**src/rtl/laser_tx_arbiter.sv**
```systemverilog
//-----------------------------------------------------------------------------
// laser_tx_arbiter
//
// Purpose:
//   Shares one laser transmitter between two byte requesters. Port 0 carries
//   link control/ACK bytes and port 1 carries payload bytes. The block
//   arbitrates in IDLE, latches the winning byte, pulses the transmitter's
//   data_ready for one cycle, waits for its done pulse, and then holds off
//   for GAP_CYCLES idle cycles. A frame whose done never arrives is aborted
//   after TIMEOUT_CYCLES cycles in SEND.
//
// Ports:
//   clock       single clock (transmitter clock_base domain)
//   reset       synchronous, active-low reset
//   link_en     global link enable
//   req0_*      control byte request (valid/data in, ready out)
//   req1_*      payload byte request (valid/data in, ready out)
//   tx_en       registered transmitter enable
//   tx_data     byte presented to the transmitter
//   tx_ready    one-cycle data_ready pulse
//   tx_done     transmitter frame-complete pulse
//   grant       one-hot owner of the current frame, 0 when idle
//   busy        high in every state except IDLE
//   timeout     one-cycle pulse when a frame is aborted
//
// Build option:
//   LASER_ARB_RR_EN  defined   -> round-robin arbitration between the ports
//                    undefined -> fixed priority, port 0 always wins
//-----------------------------------------------------------------------------
module laser_tx_arbiter #(
    parameter int unsigned GAP_CYCLES     = 4,
    parameter int unsigned TIMEOUT_CYCLES = 1024,
    parameter int unsigned CW             = 11
) (
    input  logic       clock,
    input  logic       reset,
    input  logic       link_en,
    input  logic       req0_valid,
    input  logic [7:0] req0_data,
    output logic       req0_ready,
    input  logic       req1_valid,
    input  logic [7:0] req1_data,
    output logic       req1_ready,
    output logic       tx_en,
    output logic [7:0] tx_data,
    output logic       tx_ready,
    input  logic       tx_done,
    output logic [1:0] grant,
    output logic       busy,
    output logic       timeout
);

    typedef enum logic [1:0] {
        S_IDLE = 2'd0,
        S_LOAD = 2'd1,
        S_SEND = 2'd2,
        S_GAP  = 2'd3
    } state_t;

    localparam bit            GAP_EN       = (GAP_CYCLES != 0);
    localparam logic [CW-1:0] TIMEOUT_LAST = CW'(TIMEOUT_CYCLES - 1);
    localparam logic [CW-1:0] GAP_LAST     = GAP_EN ? CW'(GAP_CYCLES - 1) : '0;

    state_t        state_q;
    logic [CW-1:0] cnt_q;
    logic [7:0]    tx_data_q;
    logic [1:0]    grant_q;
    logic          tx_en_q;
    logic          tx_ready_q;
    logic          busy_q;

    logic          pick1;
    logic          accept;
    logic          abort;

    // Arbitration: pick1 selects port 1 as the winner when a request exists.
`ifdef LASER_ARB_RR_EN
    logic last1_q;  // 1 = port 1 was granted most recently

    // Under contention the port not granted last wins; a lone requester
    // always wins.
    assign pick1 = req1_valid & (~req0_valid | ~last1_q);
`else
    assign pick1 = req1_valid & ~req0_valid;
`endif

    // Readies are combinational so the requester sees acceptance in the same
    // cycle. They are gated by reset so nothing is accepted while held.
    assign accept     = reset & link_en & (state_q == S_IDLE) & (req0_valid | req1_valid);
    assign req0_ready = accept & ~pick1;
    assign req1_ready = accept &  pick1;

    // Abort only when neither a link drop nor a done pulse takes precedence.
    assign abort   = reset & link_en & ~tx_done & (state_q == S_SEND) & (cnt_q == TIMEOUT_LAST);
    assign timeout = abort;

    always_ff @(posedge clock) begin
        // NOTE: sequential state uses non-blocking assignments so every
        // register samples the values from before this edge.
        if (!reset) begin
            state_q    <= S_IDLE;
            cnt_q      <= '0;
            tx_data_q  <= '0;
            grant_q    <= '0;
            tx_en_q    <= 1'b0;
            tx_ready_q <= 1'b0;
            busy_q     <= 1'b0;
`ifdef LASER_ARB_RR_EN
            last1_q    <= 1'b1;
`endif
        end else begin
            // Dropping tx_en for one cycle after an abort clears the
            // transmitter's internal bit counter.
            tx_en_q    <= link_en & ~abort;
            tx_ready_q <= 1'b0;

            case (state_q)
                S_IDLE: begin
                    if (accept) begin
                        tx_data_q  <= pick1 ? req1_data : req0_data;
                        grant_q    <= pick1 ? 2'b10 : 2'b01;
                        tx_ready_q <= 1'b1;
                        busy_q     <= 1'b1;
                        state_q    <= S_LOAD;
`ifdef LASER_ARB_RR_EN
                        last1_q    <= pick1;
`endif
                    end
                end

                S_LOAD: begin
                    cnt_q   <= '0;
                    state_q <= S_SEND;
                end

                S_SEND: begin
                    if (!link_en) begin
                        state_q <= S_IDLE;
                        grant_q <= '0;
                        busy_q  <= 1'b0;
                    end else if (tx_done || (cnt_q == TIMEOUT_LAST)) begin
                        // Normal completion and abort share the same exit.
                        cnt_q <= '0;
                        if (GAP_EN) begin
                            state_q <= S_GAP;
                        end else begin
                            state_q <= S_IDLE;
                            grant_q <= '0;
                            busy_q  <= 1'b0;
                        end
                    end else begin
                        cnt_q <= cnt_q + CW'(1);
                    end
                end

                S_GAP: begin
                    if (!link_en || (cnt_q == GAP_LAST)) begin
                        state_q <= S_IDLE;
                        grant_q <= '0;
                        busy_q  <= 1'b0;
                    end else begin
                        cnt_q <= cnt_q + CW'(1);
                    end
                end

                default: begin
                    state_q <= S_IDLE;
                end
            endcase
        end
    end

    assign tx_en    = tx_en_q;
    assign tx_data  = tx_data_q;
    assign tx_ready = tx_ready_q;
    assign grant    = grant_q;
    assign busy     = busy_q;

endmodule
```
**config.mk**
```make
export PLATFORM = sky130hd
export DESIGN_NAME = laser_tx_arbiter
export DESIGN_NICKNAME = d
export VERILOG_FILES = /design/src/rtl/laser_tx_arbiter.sv
export SDC_FILE = /design/constraint.sdc
export NUM_CORES = 1
export LEC_CHECK = 0
export ABC_CLOCK_PERIOD_IN_PS = 1950
export CELL_PAD_IN_SITES_DETAIL_PLACEMENT = 0
export CELL_PAD_IN_SITES_GLOBAL_PLACEMENT = 1
export CORE_MARGIN = 1.5
export CORE_UTILIZATION = 36
export CTS_CLUSTER_SIZE = 14
export DETAILED_ROUTE_END_ITERATION = 10
export GPL_TIMING_DRIVEN = 0
export PLACE_DENSITY_LB_ADDON = 0.1
export SYNTH_ARGS = -nofsm -noshare
export SYNTH_HDL_FRONTEND = slang
export SYNTH_SLANG_ARGS = --single-unit
```
**constraint.sdc**
```tcl
create_clock -name clock -period 1.95 [get_ports clock]
set_input_delay 0.39 -clock clock [delete_from_list [all_inputs] [get_ports clock]]
set_output_delay 0.39 -clock clock [all_outputs]
set_load 0.02 [all_outputs]
```
Word level (Yosys, flattened, before mapping)
Cells that the tools add are included.
W data, S select, Z words.
- add/subtract/negate cells: 1
- equality and inequality tests: 11
- muxes and demuxes: 19
- bitwise operators: 15
- reduce and logical (&&, ||, !) cells: 11
- operator list (cell ; number):
    $mux W11 ; 3
    $pmux W11 S3 ; 1
    $mux W2 ; 7
    $add A11 B1 Y11 const B ; 1
    $eq A11 B10 Y1 const B ; 1
    $eq A11 B2 Y1 const B ; 1
    $and A1 B1 Y1 ; 10
    $ne A2 B2 Y1 const B ; 5
    $mux W8 ; 1
    $pmux W2 S4 ; 1
    $pmux W2 S3 ; 1
    $reduce_and A3 Y1 ; 2
    $reduce_bool A3 Y1 ; 2
    $eq A2 B2 Y1 const B ; 2
    $mux W1 ; 4
    $not A1 Y1 ; 4
    $reduce_and A2 Y1 ; 2
    $reduce_and A4 Y1 ; 1
    $ne A3 B2 Y1 const B ; 1
    $pmux W1 S3 ; 1
    $eq A2 B1 Y1 const B ; 1
    $logic_not A2 Y1 ; 1
    $logic_or A1 B1 Y1 ; 2
    $logic_not A1 Y1 ; 1
    $or A1 B1 Y1 ; 1
- register bits: 26
- bits of input ports: 22
- word-level logic and storage cells: 64

Logic depth before layout (Yosys ltp)
Gate-level depths: netlist of run 1.
- depth in word-level cells: 6
- gate-level depth with buffers: 6

Least setup slack after synthesis of run 1
Ideal clock, no wire load.
- kind: in2out
- start point: input port reset
- end point: output port req1_ready
- arrival: 1492 ps
- slack: 68 ps
- stages: 5
- cell sequence: buf_2 o211ai_1 nor2_1 buf_2 and2_1
- longest elaborated chain between the ends: 4
- ends and longest elaborated chain (what ; RTL line ; text):
    from (decl) ; 36 ; input logic reset,
    $and A1 B1 Y1 (3 in a row) ; 89 ; assign accept = reset & link_en & (state_q == S_IDLE) & (req0_valid | req1_valid);
    $and A1 B1 Y1 ; 91 ; assign req1_ready = accept & pick1;
    to (decl) ; 43 ; output logic req1_ready,
Every way passes these cells.

Worst setup path after layout of run 1
- start point: register cnt_q[1]
- end point: output port timeout
- longest elaborated chain between the ends: 2
- ends and longest elaborated chain (what ; RTL line ; text):
    from (decl) ; 65 ; logic [CW-1:0] cnt_q;
    from (signal assigned) ; 152 ; cnt_q <= cnt_q + CW'(1);
    from (signal assigned) ; 162 ; cnt_q <= cnt_q + CW'(1);
    $eq A11 B10 Y1 ; 94 ; assign abort = reset & link_en & ~tx_done & (state_q == S_SEND) & (cnt_q == TIMEOUT_LAST);
    $and A1 B1 Y1 ; 94 ;
    to (decl) ; 50 ; output logic timeout
Every way passes these cells.

==> summary.md, run 1 <==
| Metric | Value |
|---|---|
| RSZ-0062 raised after global routing | `true` |
| Largest family of logic cells by synthesized area | `simple AND/OR/NAND/NOR gates` |
| Worst path bufs/invs | `1` |
| Fin area | `~0.0021 sq mm` |
| Residual DRC | `0` |
| Total Nets Final | `about 250` |
| Synth warn | `0` |
| Largest net degree at the start of global routing | `15` |
| Area growth, synth to finish | `38.5%` |
| Final Util | `between 50% and 60%` |
| Most common cell after layout, fill and taps aside | `clkdlybuf4s50_1` |
| Overall die area | `approximately 0.0047 sq mm` |
| Initial antenna violation count | `0` |
| Min cycle time layout | `between 1.5 and 2 ns` |
| Routing usage on met2 | `about a third` |
| Most frequent cells in the layout | `clkdlybuf4s50_1 (30), nand2_1 (23), dfxtp_1 (19)` |
| Worst EP required | `~1.6 ns` |
| Status | `complete, no violations` |
| Vias in the first global route | `between 1000 and 1500` |
| Final period utilization | `about 99%` |
| Synthesized Nets | `just over 200` |
| Most used routing layer | `met2` |
| Die width | `around 68 um` |
| Hold Path Depth | `2` |
| Sequential fraction of the synthesis area | `approximately a third` |
| Slowest cell on the critical path | `dfxtp_2` |
| IO Port Bufs | `36` |
| Clock Latency Late Sink | `between 0.2 and 0.3 ns` |
| Avg Inst Size Synth | `~8.8 sq um` |
| H-tree levels | `1` |
| Gate power share | `between 40% and 50%` |
| Element type at the critical path start | `register` |
| Final WL | `around 4.3 mm` |
| Design internal power | `1.12 mW` |
| RR Startpoint | `state_q[0]$_SDFFE_PN0P_` |
| Detail Route Antenna Nets | `0` |
| Clock share of power | `20.6%` |
| Power per Cell Area | `between 800 and 900 mW/mm^2` |
| Dpl cell area | `a little under 0.002 sq mm` |
| Max Cap Violations | `0` |
| Routing usage on met1 | `roughly a quarter` |
| Synth Area in Compound Gates | `about a fifth` |
| Min-delay src | `grant[0]$_SDFFE_PN0P_` |
| Fill cells | `between 300 and 400` |
| Height of the chip | `roughly 68 um` |
| CP Max Fanout | `6` |
| FF+latch count, synth | `26` |
| Worst Hold End | `grant[0]$_SDFFE_PN0P_` |
| Drt wl/cell | `between 15 and 20 um` |
| Crit path from | `cnt_q[1]$_SDFFE_PN0P_` |
| Final setup violation count | `0` |
| CTS Hold Bufs | `0` |
| Layout cell share with drive strength beyond 1 | `23.0%` |
| Slew Viols, Final | `0` |
| Post-Synth Adder-Cell Area | `4.87%` |
| ANT cells | `0` |
| Gpl congestion | `0.764` |
| Relative slew slack | `a little over half` |
| Distinct cells, synth | `45` |
| R2r setup slk | `around 0.090 ns` |
| Detailed Routing Iterations Pass 1 | `5` |
| NetSw | `~0.63 mW` |
| Final Hold Fails | `0` |
| Synth Area in Simple Gates | `about a third` |
| Peak supply drop | `0.423 mV` |
| Core outline area | `~0.0041 sq mm` |
| Cts bufs inserted | `3` |
| IO Pins | `38` |
| Cell count after synthesis | `between 150 and 200` |
| CTS Buffer Depth | `2` |
| Tot GR Track Use | `roughly a fifth` |
| Setup Skew | `just under 0.01 ns` |
| First-pass GRT wire length | `6.84 mm` |
| Vias/cell | `approximately 5.7` |
| Family with the most delay on the worst path | `simple AND/OR/NAND/NOR gates` |
| # rows | `23` |
| Switching Fraction | `36.2%` |
| Drt initial violations | `between 90 and 100` |
| Reg2reg end | `cnt_q[9]$_SDFFE_PN0P_` |
| Slew at the pin closest to its max-slew limit | `approximately 0.69 ns` |
| FF-to-FF path depth | `5` |
| Via count | `around 1500` |
| P_leak | `between 0.7 and 0.8 nW` |
| CTS tree | `yes` |
| Initial Utilization | `38.0%` |
| Max incr delay on CP | `0.36 ns` |
| Max Clock Freq | `518 MHz` |
| Worst Path Arrival | `1.54 ns` |
| Worst Setup Path Type | `register to output pin` |
| Met3 GRT Util | `under 10%` |
| Number of synthesized flops with an enable pin | `0` |
| Cell area after synthesis | `between 0.0015 and 0.002 sq mm` |
| Flop pwr share | `~36%` |
| Hold Path Class | `register to register` |
| Mux cell area share after synthesis | `approximately 6.5%` |
| CTS sink count | `26` |
| CP Cell Sequence | `ha_4 -> nand3_4 -> nor4_4 -> nand2_1 -> nor2_1 -> buf_4` |
| Post-DP HPWL | `just over 3 mm` |
| Main synth FF type | `dfxtp_1` |
| Crit end category | `output pin` |
| Synth async-reset ratio | `0%` |
| Remaining global-route overflow | `0` |
| Reg clk slew, reported paths | `~0.1 ns` |
| XOR/XNOR share of the synthesized area | `0%` |
| Clock root buffer | `clkbuf_8` |
metrics by stage:
| stage | worst slack [ns] | cells | total power, mW | hold WS [ns] | setup TNS [ns] |
|---|---|---|---|---|---|
| finish | 0.0188 | 272 | 1.75 | 0.463 | 0 |
| detailed placement | -1.17 | 262 | 1.35 | 0.455 | -6.55 |
| global placement | -1.16 | 262 | 1.34 | 0.449 | -6.15 |
| floorplan | 0.0683 | 176 | 1.10 | 0.464 | 0 |
| global route | -0.0690 | 272 | 1.86 | 0.488 | -0.0690 |
| CTS | 0.00346 | 270 | 1.74 | 0.469 | 0 |
state kept, by name (all words and copies together), names as in the netlist:
| register | flops |
|---|---|
| busy | 1 |
| tx_en | 1 |
| grant | 2 |
| tx_data | 8 |
| tx_ready | 1 |
| cnt_q | 11 |
| state_q | 2 |
power by group through the flow:
stage / Clock [mW] / Sequential (mW) / Combinational (mW)
3_3_place_gp: 0 / 0.643 / 0.700
5_1_grt: 0.393 / 0.646 / 0.824
3_5_place_dp: 0 / 0.645 / 0.704
4_1_cts: 0.375 / 0.635 / 0.734
6_report: 0.361 / 0.637 / 0.753
2_1_floorplan: 0 / 0.701 / 0.402
kinds of logic (layout without fill, tap and decap cells):
group / after synthesis / in the layout
compound gates: 35 / 35
fa+ha+maj: 6 / 6
buf+inv: 12 / 58
flops: 26 / 26
mux: 10 / 10
simple gates: 87 / 87
area by class of cell:
| cell class | count | area, sq um | share of cell area, % |
|---|---|---|---|
| Clock buffer | 4 | 55.1 | 2.58 |
| Multi-Input combinational cell | 138 | 1030 | 48.0 |
| Buffer | 7 | 51.3 | 2.40 |
| Inverter | 5 | 18.8 | 0.878 |
| Sequential cell | 26 | 532 | 24.9 |
| Timing Repair Buffer | 42 | 392 | 18.3 |
| Tap cell | 50 | 62.6 | 2.93 |
synthesized netlist by cell type (all sizes together), types with 2 or more instances:
cell type  count  share of area (%)
dfxtp         26                 34
nand2         23                5.6
nor2          17                4.1
mux2i         10                6.5
nand3          9                2.9
a211oi         8                3.9
and3           7                3.0
o22ai          7                2.8
ha             6                4.9
inv            5                1.2
nor2b          5                2.0
or4            5                2.4
buf            4                1.5
nor4           4                3.4
o211ai         4                2.8
nand4          3                2.2
nor3           3               0.97
a21oi          2               0.65
clkbuf         2               0.49
nand2b         2               0.81
nand4b         2                1.1
o21ai          2               0.65
o221ai         2                1.1
o22a           2                1.1
o32a           2                1.3
or3            2               0.89
how the worst max path moves through the flow:
| stage | endpoint | slack [ns] | cells past startpoint |
|---|---|---|---|
| after global routing | timeout | -0.07 | 6 |
| after CTS | timeout | 0.003 | 6 |
| final | timeout | 0.02 | 6 |
| after global placement | req1_ready | -1.16 | 6 |
| after detailed placement | req1_ready | -1.17 | 6 |
| after floorplan | req1_ready | 0.07 | 5 |
metal layers:
metal  vias up  routed length [um]
li1        757                   -
met1       720                1870
met2        55                2110
met3         6                 269
met4         0                  41
met5         -                   0
worst register-to-register path, stage by stage, from the launching register on:
cell	delay (ns)
dfxtp_2	0.35
ha_1	0.30
nor4bb_2	0.37
nand3_1	0.26
o211ai_4	0.25
o221ai_1	0.19
what timing repair did:
action | 4_1_cts | 5_1_grt
endpoints found under the setup margin | 12 | 13
resized for setup | 34 | 13
pin swaps | 3 | 2
setup buffers | 4 | 2
Power figures use the tool's default switching activity.
==> run 2, diff against run 1 <==
- CTS_BUF_LIST: not set -> sky130_fd_sc_hd__clkbuf_16
==> run 2 against run 1 <==
Routed wire length is 0.44% higher. Clock-buffer cell count is 1 lower. Clock skew is 0.0055 ns lower. Via count up 0.33%. Flip-flop and latch count did not move. Critical path type unchanged. Critical endpoint unchanged. Largest cell class unchanged. Highest routed layer unchanged.
==> summary.md, run 2 (synthesis results as in run 1) <==
| Metric | Value |
|---|---|
| Worst EP required | `approximately 1.6 ns` |
| Slew Viols, Final | `0` |
| Final Hold Fails | `0` |
| Relative slew slack | `between 50% and 60%` |
| Hold Path Class | `register to register` |
| Final period utilization | `roughly 98%` |
| CP Max Fanout | `6` |
| Cts bufs inserted | `3` |
| Via count | `1543` |
| Slew at the pin closest to its max-slew limit | `0.686 ns` |
| # rows | `23` |
| CTS tree | `yes` |
| Residual DRC | `0` |
| PnR worst setup slack | `0.0371 ns` |
| Crit end category | `output pin` |
| Layout cell share with drive strength beyond 1 | `between 20% and 30%` |
| Final setup violation count | `0` |
| Most frequent cells in the layout | `clkdlybuf4s50_1 (30), nand2_1 (23), dfxtp_1 (19)` |
| Reg clk slew, reported paths | `about 0.070 ns` |
| Detailed Routing Iterations Pass 1 | `4` |
| Total Nets Final | `between 200 and 300` |
| Max incr delay on CP | `0.36 ns` |
| Worst Setup Path Type | `register to output pin` |
| Family with the most delay on the worst path | `simple AND/OR/NAND/NOR gates` |
| Vias in the first global route | `about 1500` |
| Element type at the critical path start | `register` |
| ANT cells | `0` |
| Total negative slack | `0 ns` |
| Max Clock Freq | `roughly 520 MHz` |
| Setup Skew | `about 0.0044 ns` |
| Gate power share | `40.9%` |
| Min cycle time layout | `approximately 1.9 ns` |
| Setup WS pre-CTS | `-1.17 ns` |
| Gpl congestion | `around 0.76` |
| Area growth, synth to finish | `41.6%` |
| Overall die area | `roughly 0.0047 sq mm` |
| RSZ-0062 raised after global routing | `true` |
| Initial antenna violation count | `0` |
| Clock Latency Late Sink | `0.26 ns` |
| First-pass GRT wire length | `between 6 and 7 mm` |
| Most common cell after layout, fill and taps aside | `clkdlybuf4s50_1` |
| H-tree levels | `1` |
| Final hold slack | `~0.46 ns` |
| Post-DP HPWL | `approximately 3.1 mm` |
| Height of the chip | `~68 um` |
| Clock share of power | `25.0%` |
| Die width | `a little under 70 um` |
| Drt wl/cell | `15.7 um` |
| Design internal power | `1.21 mW` |
| Worst Path Arrival | `around 1.5 ns` |
| NetSw | `around 0.64 mW` |
| Power per Cell Area | `between 800 and 900 mW/mm^2` |
| P_leak | `between 0.7 and 0.8 nW` |
| Clock root buffer | `clkbuf_16` |
| Worst path bufs/invs | `1` |
| Status | `complete, no violations` |
| CTS Buffer Depth | `2` |
| Remaining global-route overflow | `0` |
| Vias/cell | `approximately 5.6` |
| Max Cap Violations | `0` |
| CP Cell Sequence | `ha_4 -> nand3_4 -> nor4_4 -> nand2_1 -> nor2_1 -> buf_4` |
| Max reg flops | `11` |
| Tot GR Track Use | `approximately 20%` |
| Peak supply drop | `between 0.4 and 0.5 mV` |
| Reg with most FFs | `cnt_q` |
| Initial Utilization | `between 30% and 40%` |
| CTS Hold Bufs | `0` |
| Core outline area | `between 0.004 and 0.005 sq mm` |
| Slowest cell on the critical path | `dfxtp_4` |
| CTS sink count | `26` |
| Detail Route Antenna Nets | `0` |
| Switching Fraction | `between 30% and 40%` |
| Flop pwr share | `between 30% and 40%` |
| R2r setup slk | `between 0.1 and 0.15 ns` |
| IO Port Bufs | `36` |
| Largest net degree at the start of global routing | `15` |
| Final WL | `roughly 4.3 mm` |
| Drt initial violations | `121` |
| IO Pins | `38` |
==> run 2: metrics by stage <==
step           std cells  utilization, %  instance area, sq um  power (mW)
6_report             274            53.8                  2180        1.86
5_1_grt              274            53.8                  2180        1.97
4_1_cts              269            51.6                  2090        1.84
3_5_place_dp         262            48.4                  1970        1.35
3_3_place_gp         262            48.4                  1970        1.34
2_1_floorplan        176               -                  1540        1.10
==> run 2: cell type report <==
cell class                      instances  area [sq um]
Sequential cell                        26           534
Fill cell                             380          1870
Clock inverter                          1          3.75
Clock buffer                            3          75.1
Timing Repair Buffer                   45           418
Multi-Input combinational cell        138          1030
Tap cell                               50          62.6
Buffer                                  6          43.8
Inverter                                5          18.8
==> run 2: worst register-to-register path, delay by kind of cell, from the launching register on <==
kind / cells / cell delay, ns
AND/OR/NAND/NOR: 2 / 0.63
AO/OA/AOI/OAI: 2 / 0.43
adder cells (fa/ha/maj): 1 / 0.30
flip-flops: 1 / 0.34
==> run 2: path summary, 6_finish.rpt <==
check / from / end / cells past startpoint
worst max-delay path: cnt_q[1]$_SDFFE_PN0P_ / timeout / 6
worst min-delay path: grant[0]$_SDFFE_PN0P_ / grant[0]$_SDFFE_PN0P_ / 2
worst max register to register: state_q[0]$_SDFFE_PN0P_ / cnt_q[9]$_SDFFE_PN0P_ / 5
worst min register to register: grant[0]$_SDFFE_PN0P_ / grant[0]$_SDFFE_PN0P_ / 2
==> run 2: power by group through the flow <==
stage                     combinational [mW]  sequential, mW  clock, mW
after floorplan                        0.402           0.701          0
after global placement                 0.700           0.643          0
after detailed placement               0.704           0.645          0
after CTS                              0.726           0.634      0.479
after global routing                   0.828           0.643      0.497
final                                  0.759           0.634      0.464
==> run 2: routing by layer <==
| layer | wire [um] | part of all wire (%) | vias to the layer above | track usage [%] |
|---|---|---|---|---|
| li1 | - | - | 760 | - |
| met1 | 1970 | 46 | 734 | 24.8 |
| met2 | 2100 | 49 | 42 | 34.3 |
| met3 | 194 | 4.5 | 7 | 3.29 |
| met4 | 52 | 1.2 | 0 | 5.25 |
| met5 | 0 | 0 | - | 0 |
==> run 2: repair_timing <==
item | in CTS | in global routing
gates cloned | 0 | 0
resized for setup | 29 | 17
pin swaps | 3 | 4
endpoints found under the setup margin | 12 | 14
setup buffers | 3 | 6
